--- config.mk ---
export PLATFORM = sky130hd
export DESIGN_NAME = lc_event_builder
export DESIGN_NICKNAME = d
export VERILOG_FILES = /design/src/rtl/lc_event_pkg.sv /design/src/rtl/lc_event_builder_sync_fifo.sv /design/src/rtl/lc_event_builder.sv
export SDC_FILE = /design/constraint.sdc
export NUM_CORES = 1
export LEC_CHECK = 0
export BUFFER_PORTS_ARGS = -buffer_cell sky130_fd_sc_hd__buf_4
export CORE_MARGIN = 4
export CORE_UTILIZATION = 51
export CTS_BUF_LIST = sky130_fd_sc_hd__clkbuf_8 sky130_fd_sc_hd__clkbuf_16
export CTS_CLUSTER_DIAMETER = 200
export CTS_CLUSTER_SIZE = 30
export DETAILED_ROUTE_END_ITERATION = 10
export PLACE_DENSITY = 0.7
export RECOVER_POWER = 100
export REMOVE_ABC_BUFFERS = 1
export SKIP_CTS_REPAIR_TIMING = 1
export SYNTH_ARGS = -nofsm -noshare
export SYNTH_HDL_FRONTEND = slang
export SYNTH_HIERARCHICAL = 1
export SYNTH_SLANG_ARGS = --single-unit
--- constraint.sdc ---
create_clock -name clk -period 8.15 [get_ports clk]
set_clock_uncertainty 0.1 [all_clocks]
set_input_delay 0.815 -clock clk [delete_from_list [all_inputs] [get_ports clk]]
set_output_delay 0.815 -clock clk [all_outputs]
set_load 0.01 [all_outputs]
--- src/rtl/lc_event_pkg.sv ---
// Shared types and helpers for the local-coincidence event builder.
package lc_event_pkg;

  typedef enum logic [1:0] {
    ST_IDLE,
    ST_GATE,
    ST_PUSH,
    ST_HOLDOFF
  } state_t;

  localparam int NHIT_W = 8;

  // Packed record layout is {mask, ts, nhit}, mask in the MSBs.
  function automatic int rec_width(input int n_ch, input int ts_w);
    return n_ch + ts_w + NHIT_W;
  endfunction

  function automatic logic [15:0] sat_inc16(input logic [15:0] v);
    return (v == 16'hFFFF) ? v : v + 16'd1;
  endfunction

endpackage

--- src/rtl/lc_event_builder_sync_fifo.sv ---
// Single-clock first-word-fall-through FIFO; the head word is visible whenever empty is low.
module sync_fifo #(
  parameter int WIDTH = 8,
  parameter int DEPTH = 16
) (
  input  logic                       clk,
  input  logic                       rst,
  input  logic                       wr_en,
  input  logic [WIDTH-1:0]           wr_data,
  input  logic                       rd_en,
  output logic [WIDTH-1:0]           rd_data,
  output logic [$clog2(DEPTH):0]     count,
  output logic                       full,
  output logic                       empty
);

  localparam int AW = (DEPTH > 1) ? $clog2(DEPTH) : 1;
  localparam int CW = $clog2(DEPTH) + 1;

  logic [WIDTH-1:0] mem [DEPTH];
  logic [AW-1:0]    wr_ptr;
  logic [AW-1:0]    rd_ptr;
  logic             push;
  logic             pop;

  function automatic logic [AW-1:0] next_ptr(input logic [AW-1:0] p);
    return (p == AW'(DEPTH - 1)) ? '0 : p + 1'b1;
  endfunction

  assign full    = (count == CW'(DEPTH));
  assign empty   = (count == '0);
  assign push    = wr_en && !full;
  assign pop     = rd_en && !empty;
  assign rd_data = mem[rd_ptr];

  always_ff @(posedge clk) begin
    if (rst) begin
      wr_ptr <= '0;
      rd_ptr <= '0;
      count  <= '0;
    end else begin
      if (push) wr_ptr <= next_ptr(wr_ptr);
      if (pop)  rd_ptr <= next_ptr(rd_ptr);
      case ({push, pop})
        2'b10:   count <= count + 1'b1;
        2'b01:   count <= count - 1'b1;
        default: count <= count;
      endcase
    end
  end

  // Storage carries no reset; validity is tracked entirely by the pointers and count.
  always_ff @(posedge clk) begin
    if (push) mem[wr_ptr] <= wr_data;
  end

endmodule

--- src/rtl/lc_event_builder.sv ---
// Collapses each local-coincidence burst into one {mask, first-hit ts, nhit} record,
// with rate-limiting holdoff and a drop counter for records that find the FIFO full.
module lc_event_builder
  import lc_event_pkg::*;
#(
  parameter int N_CHANNELS = 24,
  parameter int TS_WIDTH   = 48,
  parameter int FIFO_DEPTH = 16
) (
  input  logic                          clk,
  input  logic                          rst,
  input  logic                          enable,
  input  logic [N_CHANNELS-1:0]         lc_in,
  input  logic [TS_WIDTH-1:0]           timestamp,
  input  logic [15:0]                   gate_len,
  input  logic [15:0]                   holdoff_len,
  output logic                          evt_valid,
  input  logic                          evt_ready,
  output logic [N_CHANNELS-1:0]         evt_mask,
  output logic [TS_WIDTH-1:0]           evt_ts,
  output logic [NHIT_W-1:0]             evt_nhit,
  output logic [$clog2(FIFO_DEPTH):0]   fifo_count,
  output logic [15:0]                   drop_cnt
);

  localparam int REC_W = rec_width(N_CHANNELS, TS_WIDTH);

  typedef struct packed {
    logic [N_CHANNELS-1:0] mask;
    logic [TS_WIDTH-1:0]   ts;
    logic [NHIT_W-1:0]     nhit;
  } rec_t;

  state_t                state;
  logic [N_CHANNELS-1:0] mask;
  logic [TS_WIDTH-1:0]   ts;
  logic [15:0]           gate_cnt;
  logic [15:0]           hold_cnt;
  logic [15:0]           gate_load;
  logic                  fifo_full;
  logic                  fifo_empty;
  logic                  fifo_wr;
  rec_t                  wr_rec;
  rec_t                  rd_rec;
  logic [REC_W-1:0]      wr_data;
  logic [REC_W-1:0]      rd_data;

  function automatic logic [NHIT_W-1:0] popcount(input logic [N_CHANNELS-1:0] v);
    logic [NHIT_W-1:0] c;
    c = '0;
    for (int i = 0; i < N_CHANNELS; i++) c = c + NHIT_W'(v[i]);
    return c;
  endfunction

  // A zero gate length behaves as a one-cycle window.
  assign gate_load = (gate_len == 16'd0) ? 16'd0 : gate_len - 16'd1;

  always_ff @(posedge clk) begin
    if (rst) begin
      state    <= ST_IDLE;
      mask     <= '0;
      ts       <= '0;
      gate_cnt <= '0;
      hold_cnt <= '0;
      drop_cnt <= '0;
    end else begin
      case (state)
        ST_IDLE: begin
          if (enable && |lc_in) begin
            mask     <= lc_in;
            ts       <= timestamp;
            gate_cnt <= gate_load;
            state    <= (gate_load == 16'd0) ? ST_PUSH : ST_GATE;
          end
        end
        ST_GATE: begin
          mask     <= mask | lc_in;
          gate_cnt <= gate_cnt - 16'd1;
          if (gate_cnt == 16'd1) state <= ST_PUSH;
        end
        ST_PUSH: begin
          // Fullness comes from the registered count, so a same-cycle pop cannot rescue the event.
          if (fifo_full) drop_cnt <= sat_inc16(drop_cnt);
          hold_cnt <= holdoff_len;
          state    <= (holdoff_len != 16'd0) ? ST_HOLDOFF : ST_IDLE;
        end
        ST_HOLDOFF: begin
          hold_cnt <= hold_cnt - 16'd1;
          if (hold_cnt == 16'd1) state <= ST_IDLE;
        end
        default: state <= ST_IDLE;
      endcase
    end
  end

  assign fifo_wr     = (state == ST_PUSH) && !fifo_full;
  assign wr_rec.mask = mask;
  assign wr_rec.ts   = ts;
  assign wr_rec.nhit = popcount(mask);
  assign wr_data     = wr_rec;

  sync_fifo #(
    .WIDTH (REC_W),
    .DEPTH (FIFO_DEPTH)
  ) u_fifo (
    .clk     (clk),
    .rst     (rst),
    .wr_en   (fifo_wr),
    .wr_data (wr_data),
    .rd_en   (evt_ready),
    .rd_data (rd_data),
    .count   (fifo_count),
    .full    (fifo_full),
    .empty   (fifo_empty)
  );

  assign rd_rec    = rd_data;
  assign evt_valid = !fifo_empty;
  assign evt_mask  = rd_rec.mask;
  assign evt_ts    = rd_rec.ts;
  assign evt_nhit  = rd_rec.nhit;

endmodule

==> flow_summary.json <==
{
  "synthCells": 2661,
  "antenna_found_initial": 2,
  "r2r_cells": 6,
  "layout_common_cells": "edfxtp_1 (1280), mux4_2 (400), nand2_1 (151), dfxtp_1 (136), buf_4 (121)",
  "grt_overflow_total": 0,
  "min_period_over_period_pct": 80.4,
  "cts_root_buffer": "clkbuf_16",
  "min_delay_path_depth": 3,
  "setup_viol": 0,
  "die_h_um": 337,
  "synth_edf_count": 1280,
  "io_pins": 210,
  "ys_types": 68,
  "initial_utilization_pct": 51.4,
  "grt_pass1_vias": 27500,
  "core_area_mm2": 0.107,
  "tritoncts": "yes",
  "final_nets": 3023,
  "fin_setup_tns_ps": 0,
  "peakVddDrop_v": 0.000207,
  "routed_wl_um": 124000,
  "clkLatencyLatePin_ps": 700,
  "drtPass1Iterations": 5,
  "ant_nets": 0,
  "hpwl_um": 64700,
  "critPathKind": "flop to flop",
  "yosysSeqAreaShare_pct": 74.8,
  "p_leak_nw": 18.1,
  "syn_to_final_growth_pct": 7.73,
  "vias": 27000,
  "cap_violations": 38,
  "hold_ws_ps": 252,
  "fp.dieW_um": 337,
  "status": "finished, violations left",
  "netlist_area_mm2": 0.0551,
  "powerDensity_mw_per_mm2": 209,
  "drc": 0,
  "ys_ff_latch": 1419,
  "crit_fanout": 58,
  "r2r_slack_ps": 1590,
  "finalHoldViolCount": 0,
  "placement.io_buffers": 209,
  "rows": 120,
  "grt_max_degree": 180,
  "clock-sinks": 1419,
  "min_period_ps": 6560,
  "required_ps": 8300,
  "worstSetupEndpointType": "flop",
  "violations": "capacitance limit, slew limit",
  "ys.flop_type": "edfxtp_1",
  "slew_violations": 1521,
  "ys_async_sr_fraction_pct": 0,
  "final_area_mm2": 0.0594,
  "multi_input_area_mm2": 0.0132,
  "synth-warning-count": 6,
  "clk_pin_slew_ps": 120,
  "drtIter0Drc": 3062,
  "startpoint_type": "flop",
  "fin_util_pct": 55.4,
  "wl_per_cell_um": 28.6,
  "globalplace.congestion": 0.819,
  "fmax_ghz": 0.153,
  "critPathArrivalTime_ps": 6710,
  "drive_above_1_share_pct": 20.9,
  "finalPower_mw": 12.4,
  "seqCellArea_mm2": 0.0412,
  "placed_area_mm2": 0.0585,
  "fillers": 8125,
  "rsz0062_at_grt": "no",
  "clockBufferDepth": 3,
  "cts-buffers-inserted": 53,
  "htreeDepth": 2,
  "postSynthAreaPerCell_um2": 20.7,
  "tightest_slew_ps": 4270,
  "relSlewSlack_pct": -185,
  "die-area_mm2": 0.113,
  "grt.total_usage_pct": 22.0,
  "hold_path.class": "input port to flop",
  "drt-vias-per-instance": 6.24,
  "final_common_cell": "edfxtp_1",
  "grt_pass1_wl_um": 182000
}
-- sequential cells by signal, indices dropped and copies added (netlist names), named ones only --
signal	cells
u_fifo/mem	1280
ts	48
mask	24
drop_cnt	16
gate_cnt	16
hold_cnt	16
u_fifo/count	5
u_fifo/rd_ptr	4
u_fifo/wr_ptr	4
state	2
-- Yosys cell counts (all sizes together) (3+ instances only) --
cell,n,share of area [%]
nand3,20,0.18
nand2,151,1.0
fa,17,0.62
nor4,19,0.24
or4,8,0.11
mux2i,7,0.13
or3,15,0.17
xnor2,9,0.14
o211ai,4,0.055
dfxtp,139,5.1
nor2b,5,0.057
and3,4,0.045
nand2b,6,0.068
or2,4,0.045
o21a,6,0.082
edfxtp,1280,70
nor2,89,0.61
inv,45,0.31
mux4,400,16
nand4b,3,0.048
buf,48,0.66
a22oi,28,0.38
a21oi,84,0.76
a31oi,9,0.10
ha,21,0.48
and2,4,0.045
a211oi,9,0.12
a2bb2oi,3,0.048
o22ai,3,0.034
o31ai,8,0.11
a21o,4,0.055
clkbuf,92,0.63
nor3,20,0.18
o21ai,31,0.28
xor2,22,0.35
nand4,11,0.12
-- worst max-delay path, cell delays in order (launching register included) --
cell      delay (ps)
dfxtp_1          330
inv_1            400
nand2_1          210
nor2_1           260
o211ai_1         250
nor2_1          2460
clkbuf_2        2050
-- final cells by class --
cell class,count,share of cell area [%]
multi-input combinational,1104,22.2
clock buffer,53,2.23
sequential,1419,69.5
clock inverter,39,0.308
timing repair buffer,254,2.51
antenna,1,0.00422
tap,1403,2.96
inverter,45,0.285
-- path summary, 6_finish.rpt --
| kind | start | endpoint |
|---|---|---|
| hold / removal | timestamp[34] | ts[34]$_SDFFE_PP0P_ |
| setup / recovery | state[0]$_SDFFE_PP0P_ | u_fifo/mem[11][21]$_DFFE_PP_ |
| setup reg to reg | state[0]$_SDFFE_PP0P_ | u_fifo/mem[11][21]$_DFFE_PP_ |
| hold reg to reg | hold_cnt[14]$_SDFFE_PP0P_ | hold_cnt[14]$_SDFFE_PP0P_ |
-- cell families after synthesis --
| logic type | count (synthesis) | synth area share [%] |
|---|---|---|
| compound gates | 208 | 2.34 |
| xor+xnor | 31 | 0.493 |
| fa+ha+maj | 38 | 1.09 |
| buf+inv | 185 | 1.60 |
| flops | 1419 | 74.8 |
| mux | 409 | 16.5 |
| other cells | 1 | 0.00681 |
| simple gates | 370 | 3.13 |
-- layer usage --
metal  part of all wire [%]  track usage, %  routed length [µm]  vias to the layer above
met5                 0.0057               0                   7                        -
met4                    2.2            4.99                2720                        2
met3                    8.6            4.19               10600                      131
met2                     50            36.6               61800                     1199
met1                     39            30.7               48400                    14400
li1                       -               -                   -                    11300
-- stage by stage --
step	instances	worst slack, ps
final	4318	1590
after global routing	4317	1360
after CTS	4317	2970
after detailed placement	4225	2990
after global placement	4225	3220
after floorplan	2568	-6950
-- where the power goes --
| group | leakage [nW] | internal, mW | total (mW) | switching [mW] |
|---|---|---|---|---|
| Combinational | 4.43 | 0.221 | 0.732 | 0.511 |
| Sequential | 12.8 | 8.27 | 8.41 | 0.131 |
| Clock | 0.865 | 1.21 | 3.26 | 2.05 |
| Total | 18.1 | 9.70 | 12.4 | 2.70 |
Note: power is estimated with default switching activity, not from simulation.
